File: config.mk
export PLATFORM = sky130hd
export DESIGN_NAME = hazard_stall_unit
export DESIGN_NICKNAME = d
export VERILOG_FILES = /design/src/rtl/hazard_stall_unit_pkg.sv /design/src/rtl/hazard_stall_unit_sb_stage_reg.sv /design/src/rtl/hazard_stall_unit.sv
export SDC_FILE = /design/constraint.sdc
export NUM_CORES = 1
export LEC_CHECK = 0
export ABC_AREA = 1
export CORE_ASPECT_RATIO = 1.4
export CORE_MARGIN = 4
export CORE_UTILIZATION = 55
export CTS_BUF_LIST = sky130_fd_sc_hd__clkbuf_16
export DETAILED_ROUTE_END_ITERATION = 12
export GPL_TIMING_DRIVEN = 0
export PLACE_DENSITY = 0.9
export SYNTH_ARGS = -nofsm -noshare
export SYNTH_HDL_FRONTEND = slang
export SYNTH_SLANG_ARGS = --single-unit
File: constraint.sdc
create_clock -name clk -period 4.5 [get_ports clk]
set_input_delay 0.9 -clock clk [delete_from_list [all_inputs] [get_ports clk]]
set_output_delay 0.9 -clock clk [all_outputs]
set_load 0.01 [all_outputs]
File: src/rtl/hazard_stall_unit_pkg.sv
// Shared types for the hazard/stall interlock.
//   regNum_t       architectural register number
//   sbEntry_t      one scoreboard entry {vld, rd, ld}
//   stallAction_e  the single action the interlock takes in a given cycle
//   makeEntry      builds an entry; x0 and non-writing instructions are never tracked
//   visibleRd      rd as seen by the forwarding compare (0 for an invalid entry)
package hazard_stall_unit_pkg;

  localparam int RegNumWidth = 5;

  typedef logic [RegNumWidth-1:0] regNum_t;

  typedef struct packed {
    logic    vld;
    regNum_t rd;
    logic    ld;
  } sbEntry_t;

  localparam sbEntry_t SbEmpty = '0;

  typedef enum logic [1:0] {
    ActIssue,
    ActFlush,
    ActLoadUse,
    ActFreeze
  } stallAction_e;

  function automatic sbEntry_t makeEntry(input logic valid, input logic we,
                                         input regNum_t rd, input logic isLoad);
    sbEntry_t e;
    e.vld = valid & we & (rd != '0);
    e.rd  = rd;
    e.ld  = isLoad;
    return e;
  endfunction

  function automatic regNum_t visibleRd(input sbEntry_t e);
    return e.vld ? e.rd : '0;
  endfunction

endpackage

File: src/rtl/hazard_stall_unit_sb_stage_reg.sv
// One scoreboard entry (EX, MEM or WB slot).
//   clk, rstn  clock and asynchronous active-low reset
//   load       capture d this cycle
//   clear      write an empty entry (takes priority over load)
//   d / q      entry in / registered entry out
// With neither load nor clear the entry holds, which is how a freeze is implemented.
module sb_stage_reg
  import hazard_stall_unit_pkg::*;
(
  input  logic     clk,
  input  logic     rstn,
  input  logic     load,
  input  logic     clear,
  input  sbEntry_t d,
  output sbEntry_t q
);

  always_ff @(posedge clk or negedge rstn) begin
    if (!rstn) begin
      q <= SbEmpty;
    end else if (clear) begin
      q <= SbEmpty;
    end else if (load) begin
      q <= d;
    end
  end

endmodule

File: src/rtl/hazard_stall_unit.sv
// Producer-side interlock for the 5-stage pipeline.
// Tracks in-flight destination registers in EX/MEM/WB and decides each cycle whether
// the decode instruction may issue.
//   clk, rstn                       clock, asynchronous active-low reset
//   id_valid/id_rs1/id_rs2          decode instruction and its sources
//   id_use_rs1/id_use_rs2           which sources are really read
//   id_rd/id_we/id_is_load          decode destination and its kind
//   flush                           kill the decode instruction (branch taken in EX)
//   mem_busy                        data memory wait state
//   hold_front                      hold PC and IF/ID
//   bubble_ex                       write a NOP into ID/EX
//   freeze                          hold ID/EX, EX/MEM, MEM/WB
//   ex_rd/mem_rd/wb_rd              tracked rd per stage, 0 when the slot is empty
//   stall_cnt                       saturating count of cycles with hold_front=1
module hazard_stall_unit
  import hazard_stall_unit_pkg::*;
#(
  parameter int CNT_W = 32
) (
  input  logic             clk,
  input  logic             rstn,
  input  logic             id_valid,
  input  logic [4:0]       id_rs1,
  input  logic [4:0]       id_rs2,
  input  logic             id_use_rs1,
  input  logic             id_use_rs2,
  input  logic [4:0]       id_rd,
  input  logic             id_we,
  input  logic             id_is_load,
  input  logic             flush,
  input  logic             mem_busy,
  output logic             hold_front,
  output logic             bubble_ex,
  output logic             freeze,
  output logic [4:0]       ex_rd,
  output logic [4:0]       mem_rd,
  output logic [4:0]       wb_rd,
  output logic [CNT_W-1:0] stall_cnt
);

  localparam logic [CNT_W-1:0] CntMax = '1;

  sbEntry_t     exEntry;
  sbEntry_t     memEntry;
  sbEntry_t     wbEntry;
  sbEntry_t     exNext;
  stallAction_e action;
  logic         rs1Hit;
  logic         rs2Hit;
  logic         hazardLu;
  logic         pipeAdvance;
  logic         exClear;
  logic         unusedWbLd;

  // Only a load sitting in EX can stall: its data is not ready for forwarding yet.
  // x0 never matches because an x0 destination is never marked valid.
  always_comb begin
    rs1Hit   = id_use_rs1 & (id_rs1 == exEntry.rd);
    rs2Hit   = id_use_rs2 & (id_rs2 == exEntry.rd);
    hazardLu = id_valid & exEntry.vld & exEntry.ld & (rs1Hit | rs2Hit);
    exNext   = makeEntry(id_valid, id_we, id_rd, id_is_load);
  end

  // A memory wait outranks everything; a flush kills the decode instruction, so it
  // outranks the load-use hold (a dead instruction has nothing to wait for).
  always_comb begin
    action = ActIssue;
    if (mem_busy) begin
      action = ActFreeze;
    end else if (flush) begin
      action = ActFlush;
    end else if (hazardLu) begin
      action = ActLoadUse;
    end
  end

  // hold_front and bubble_ex are gated by rstn so an asserted reset drops a stall
  // at once; freeze keeps following mem_busy even in reset.
  always_comb begin
    hold_front  = 1'b0;
    bubble_ex   = 1'b0;
    freeze      = 1'b0;
    pipeAdvance = 1'b1;
    exClear     = 1'b0;
    case (action)
      ActFreeze: begin
        freeze      = 1'b1;
        hold_front  = rstn;
        pipeAdvance = 1'b0;
      end
      ActFlush: begin
        bubble_ex = rstn;
        exClear   = 1'b1;
      end
      ActLoadUse: begin
        hold_front = rstn;
        bubble_ex  = rstn;
        exClear    = 1'b1;
      end
      default: begin
      end
    endcase
  end

  sb_stage_reg exStage (
    .clk  (clk),
    .rstn (rstn),
    .load (pipeAdvance),
    .clear(exClear),
    .d    (exNext),
    .q    (exEntry)
  );

  sb_stage_reg memStage (
    .clk  (clk),
    .rstn (rstn),
    .load (pipeAdvance),
    .clear(1'b0),
    .d    (exEntry),
    .q    (memEntry)
  );

  sb_stage_reg wbStage (
    .clk  (clk),
    .rstn (rstn),
    .load (pipeAdvance),
    .clear(1'b0),
    .d    (memEntry),
    .q    (wbEntry)
  );

  // The load flag of the WB slot is kept only for a uniform entry format.
  assign unusedWbLd = wbEntry.ld;

  always_comb begin
    ex_rd  = visibleRd(exEntry);
    mem_rd = visibleRd(memEntry);
    wb_rd  = visibleRd(wbEntry);
  end

  always_ff @(posedge clk or negedge rstn) begin
    if (!rstn) begin
      stall_cnt <= '0;
    end else if (hold_front && (stall_cnt != CntMax)) begin
      stall_cnt <= stall_cnt + CNT_W'(1);
    end
  end

endmodule
==> metrics.log <==
INFO  metric nFillCells = around 440
INFO  metric p_total = 1.21 mW
INFO  metric cell_area_after_synthesis = 3270 µm²
INFO  metric final_nets = 591
INFO  metric status = finished, final reports clean
INFO  metric clk_latency = roughly 0.29 ns
INFO  metric final.setup_skew = about 0.0064 ns
INFO  metric static-leakage-power = 2.07 nW
INFO  metric cellPowerDensity = approximately 280 nW/µm²
INFO  metric cts_resized = 0
INFO  metric yosysUniqueCellTypes = 29
INFO  metric die_width = roughly 73 µm
INFO  metric finish.cell_count_without_fillers = about 630
INFO  metric synth.largest_area_cell = sky130_fd_sc_hd__dfrtp_1
INFO  metric initial_core_util = 0.562
INFO  metric clock_sink_count = 51
INFO  metric setup.worst_path.start_class = input pin
INFO  metric design.die.area = between 7000 and 8000 µm²
INFO  metric worst-slew-pin-transition = 0.594 ns
INFO  metric timing_worst_setup_path_type = input pin to output port
INFO  metric cts_root_buf = sky130_fd_sc_hd__clkbuf_16
INFO  metric postSynthCellCount = 482
INFO  metric overflow = 0
INFO  metric port-buffer-count = 73
INFO  metric final_max_slew_viol_count = 0
INFO  metric post_route_cells_drive_above_1_share = 0.0746
INFO  metric clock_tree_from_tritoncts = built
INFO  metric post-dp-hpwl = 6740 µm
INFO  metric utilization = 0.733
INFO  metric synth_enable_flop_cells = 0
INFO  metric fp.dieH = 99.3 µm
INFO  metric finalSetupViolCount = 0
INFO  metric postSynthRegisterBits = 51
INFO  metric first_iter_violations = about 280
INFO  metric placed_cells = 626
INFO  metric layout_setup_ws = 0.252 ns
INFO  metric synthMostInstantiatedCell = sky130_fd_sc_hd__nand2_1
INFO  metric grt_first_pass_wirelength = around 14,000 µm
INFO  metric cts-buffers-inserted = 5
INFO  metric final_hold_violation_count = 0
INFO  metric ios = 74
INFO  metric stdcell_area = 4270 µm²
INFO  metric worst_path_fanout_max = 10
INFO  metric worst_setup_timing_slack_at_the_placement_stage = 0.136 ns
INFO  metric post_cts_hold_buffer_count = 0
INFO  metric worstHoldPathType = flop to flop
INFO  metric routed_wire_length_per_instance = 13.9 µm
INFO  metric antenna_found_initial = 0
INFO  metric routabilityCongestion = 0.925
INFO  metric arrival = 3.35 ns
INFO  metric worst-endpoint-required = 3.60 ns
INFO  metric insertedDiodeCount = 0
INFO  metric ys_top_cells_by_area = sky130_fd_sc_hd__dfrtp_1 39%, sky130_fd_sc_hd__nand2_1 24%, sky130_fd_sc_hd__nor2_1 6.8%, sky130_fd_sc_hd__inv_1 6.4%, sky130_fd_sc_hd__nand3_1 3.5%
INFO  metric row_count = 33
INFO  metric synth_nets = 510
INFO  metric synth_top_cell_area_share = 0.390
INFO  metric period_utilisation_layout = 0.944
INFO  metric synth_top_flop_cell = sky130_fd_sc_hd__dfrtp_1
INFO  metric drc = 0
INFO  metric ant_nets = 0
INFO  metric synth.yosys.warnings = 0
INFO  metric slew_headroom = 0.604
INFO  metric vias_per_cell = 5.30
INFO  metric h_tree_level_count = 2
INFO  metric area.growth.synth_to_final = 30.5%
INFO  metric number_of_global_route_vias_before_repair = 3,268
INFO  metric core_area = 5820 µm²
INFO  metric fmax = 235 MHz
INFO  metric share_of_synthesized_flip_flops_with_an_asynchronous_set_or_reset = 1.00
INFO  metric cap_violations = 0
INFO  metric final_period_minus_worst_setup_slack = 4.25 ns
INFO  metric max-vdd-ir-drop = 0.201 mV
INFO  metric ys_seq_area_frac = 0.390
INFO  metric yosys-top-cells-count = 210 x sky130_fd_sc_hd__nand2_1, 59 x sky130_fd_sc_hd__nor2_1, 56 x sky130_fd_sc_hd__inv_1
INFO  metric post_cts.repair.setup_buffers = 0
INFO  metric grt_setup_unrepaired = false
INFO  metric post_synth.cell_area_avg = 6.79 µm²
INFO  metric gr-usage-all-layers = 0.255
INFO  metric drt-total-wl = a little under 9000 µm
INFO  metric drt_first_pass_iters = 6
INFO  metric timing.critical_path.to_type = output port
INFO  metric placed_cell_area = 4110 µm²
INFO  metric count_of_vias_placed_by_the_detailed_router = 3,353
INFO  metric clkSlewWorstSetupHoldPaths = 0.07 ns
INFO  metric grt_max_degree = 30
INFO  metric largest_buffer_count_on_any_clock_path = 2
critical path, cell delays in order:
cell and delay, ns:
sky130_fd_sc_hd__clkdlybuf4s50_1 0.51, sky130_fd_sc_hd__nor2_1 0.06, sky130_fd_sc_hd__nor3b_1 0.19, sky130_fd_sc_hd__nand3_1 0.09
sky130_fd_sc_hd__nand2_1 0.11, sky130_fd_sc_hd__nand2_1 0.06, sky130_fd_sc_hd__nand2_1 0.11, sky130_fd_sc_hd__ha_1 0.18
sky130_fd_sc_hd__buf_2 0.25, sky130_fd_sc_hd__o21a_2 0.30, sky130_fd_sc_hd__clkdlybuf4s50_1 0.59
area by class of cell:
class | instances | area [µm²] | area share
inverters | 58 | 223 | 0.0522
plain buffers | 7 | 68.8 | 0.0161
clock inverters | 2 | 37.5 | 0.00879
multi-input cells | 366 | 1710 | 0.399
flip-flops and latches | 51 | 1280 | 0.299
repair buffers | 74 | 746 | 0.175
well taps | 70 | 87.6 | 0.0205
clock buffers | 5 | 125 | 0.0293
per-layer routing:
metal  routed length [µm]  share of wire  track usage  vias to the layer above
met3                  718          0.082       0.0698                       40
met4                  387          0.044        0.116                        0
met1                 3100           0.35        0.265                     1541
li1                     -              -            -                     1623
met5                    0              0            0                        -
met2                 4570           0.52        0.462                      149
power by group:
part           switching (mW)  total (mW)  internal, mW
Sequential             0.0475       0.544         0.496
Clock                   0.175       0.435         0.260
Combinational           0.114       0.228         0.114
metrics by stage:
step	hold WS, ns	TNS [ns]
final	0.510	0
after detailed placement	0.494	0
after global routing	0.534	0
after floorplan	0.468	0
after CTS	0.510	0
after global placement	0.484	-0.783
final timing paths:
| check | to | cells after the start | start | slack [ns] |
|---|---|---|---|---|
| worst min register to register | wbStage.q[2]$_DFFE_PN0N_ | 1 | wbStage.q[2]$_DFFE_PN0N_ | 0.51 |
| min in group asynchronous | stall_cnt[29]$_DFFE_PN0P_ | 1 | rstn | 0.60 |
| max in group asynchronous | stall_cnt[0]$_DFFE_PN0P_ | 2 | rstn | 3.33 |
| worst max register to register | stall_cnt[15]$_DFFE_PN0P_ | 15 | exStage.q[2]$_DFFE_PN0P_ | 2.01 |
| worst min-delay path | wbStage.q[2]$_DFFE_PN0N_ | 1 | wbStage.q[2]$_DFFE_PN0N_ | 0.51 |
| worst max-delay path | hold_front | 11 | id_rs1[0] | 0.25 |
layout by cell type, fill, tap and decap left out, drive strengths merged:
cell,instances
mux2,6
xor2,10
o21a,1
nor3,1
clkbuf,6
nand2,224
nor4,1
nor3b,2
nand3,23
o21ai,19
nand4,4
xnor2,6
inv,58
bufinv,1
nor2,63
o22ai,2
ha,4
clkdlybuf4s50,72
dfrtp,51
clkinvlp,1
buf,8
state kept, by name, indices dropped and copies added (netlist names):
register and cells:
exStage.q 7, wbStage.q 6, memStage.q 6, stall_cnt 32
kinds of logic after synthesis:
logic type	share of synthesized area
AOI/OAI and AO/OA	0.0352
xor gates and xnor gates	0.0428
and+or+nand+nor	0.407
muxes	0.0206
adders and majority gates	0.0153
buffers and inverters	0.0891
DFF	0.390
Power figures use the tool's default switching activity.
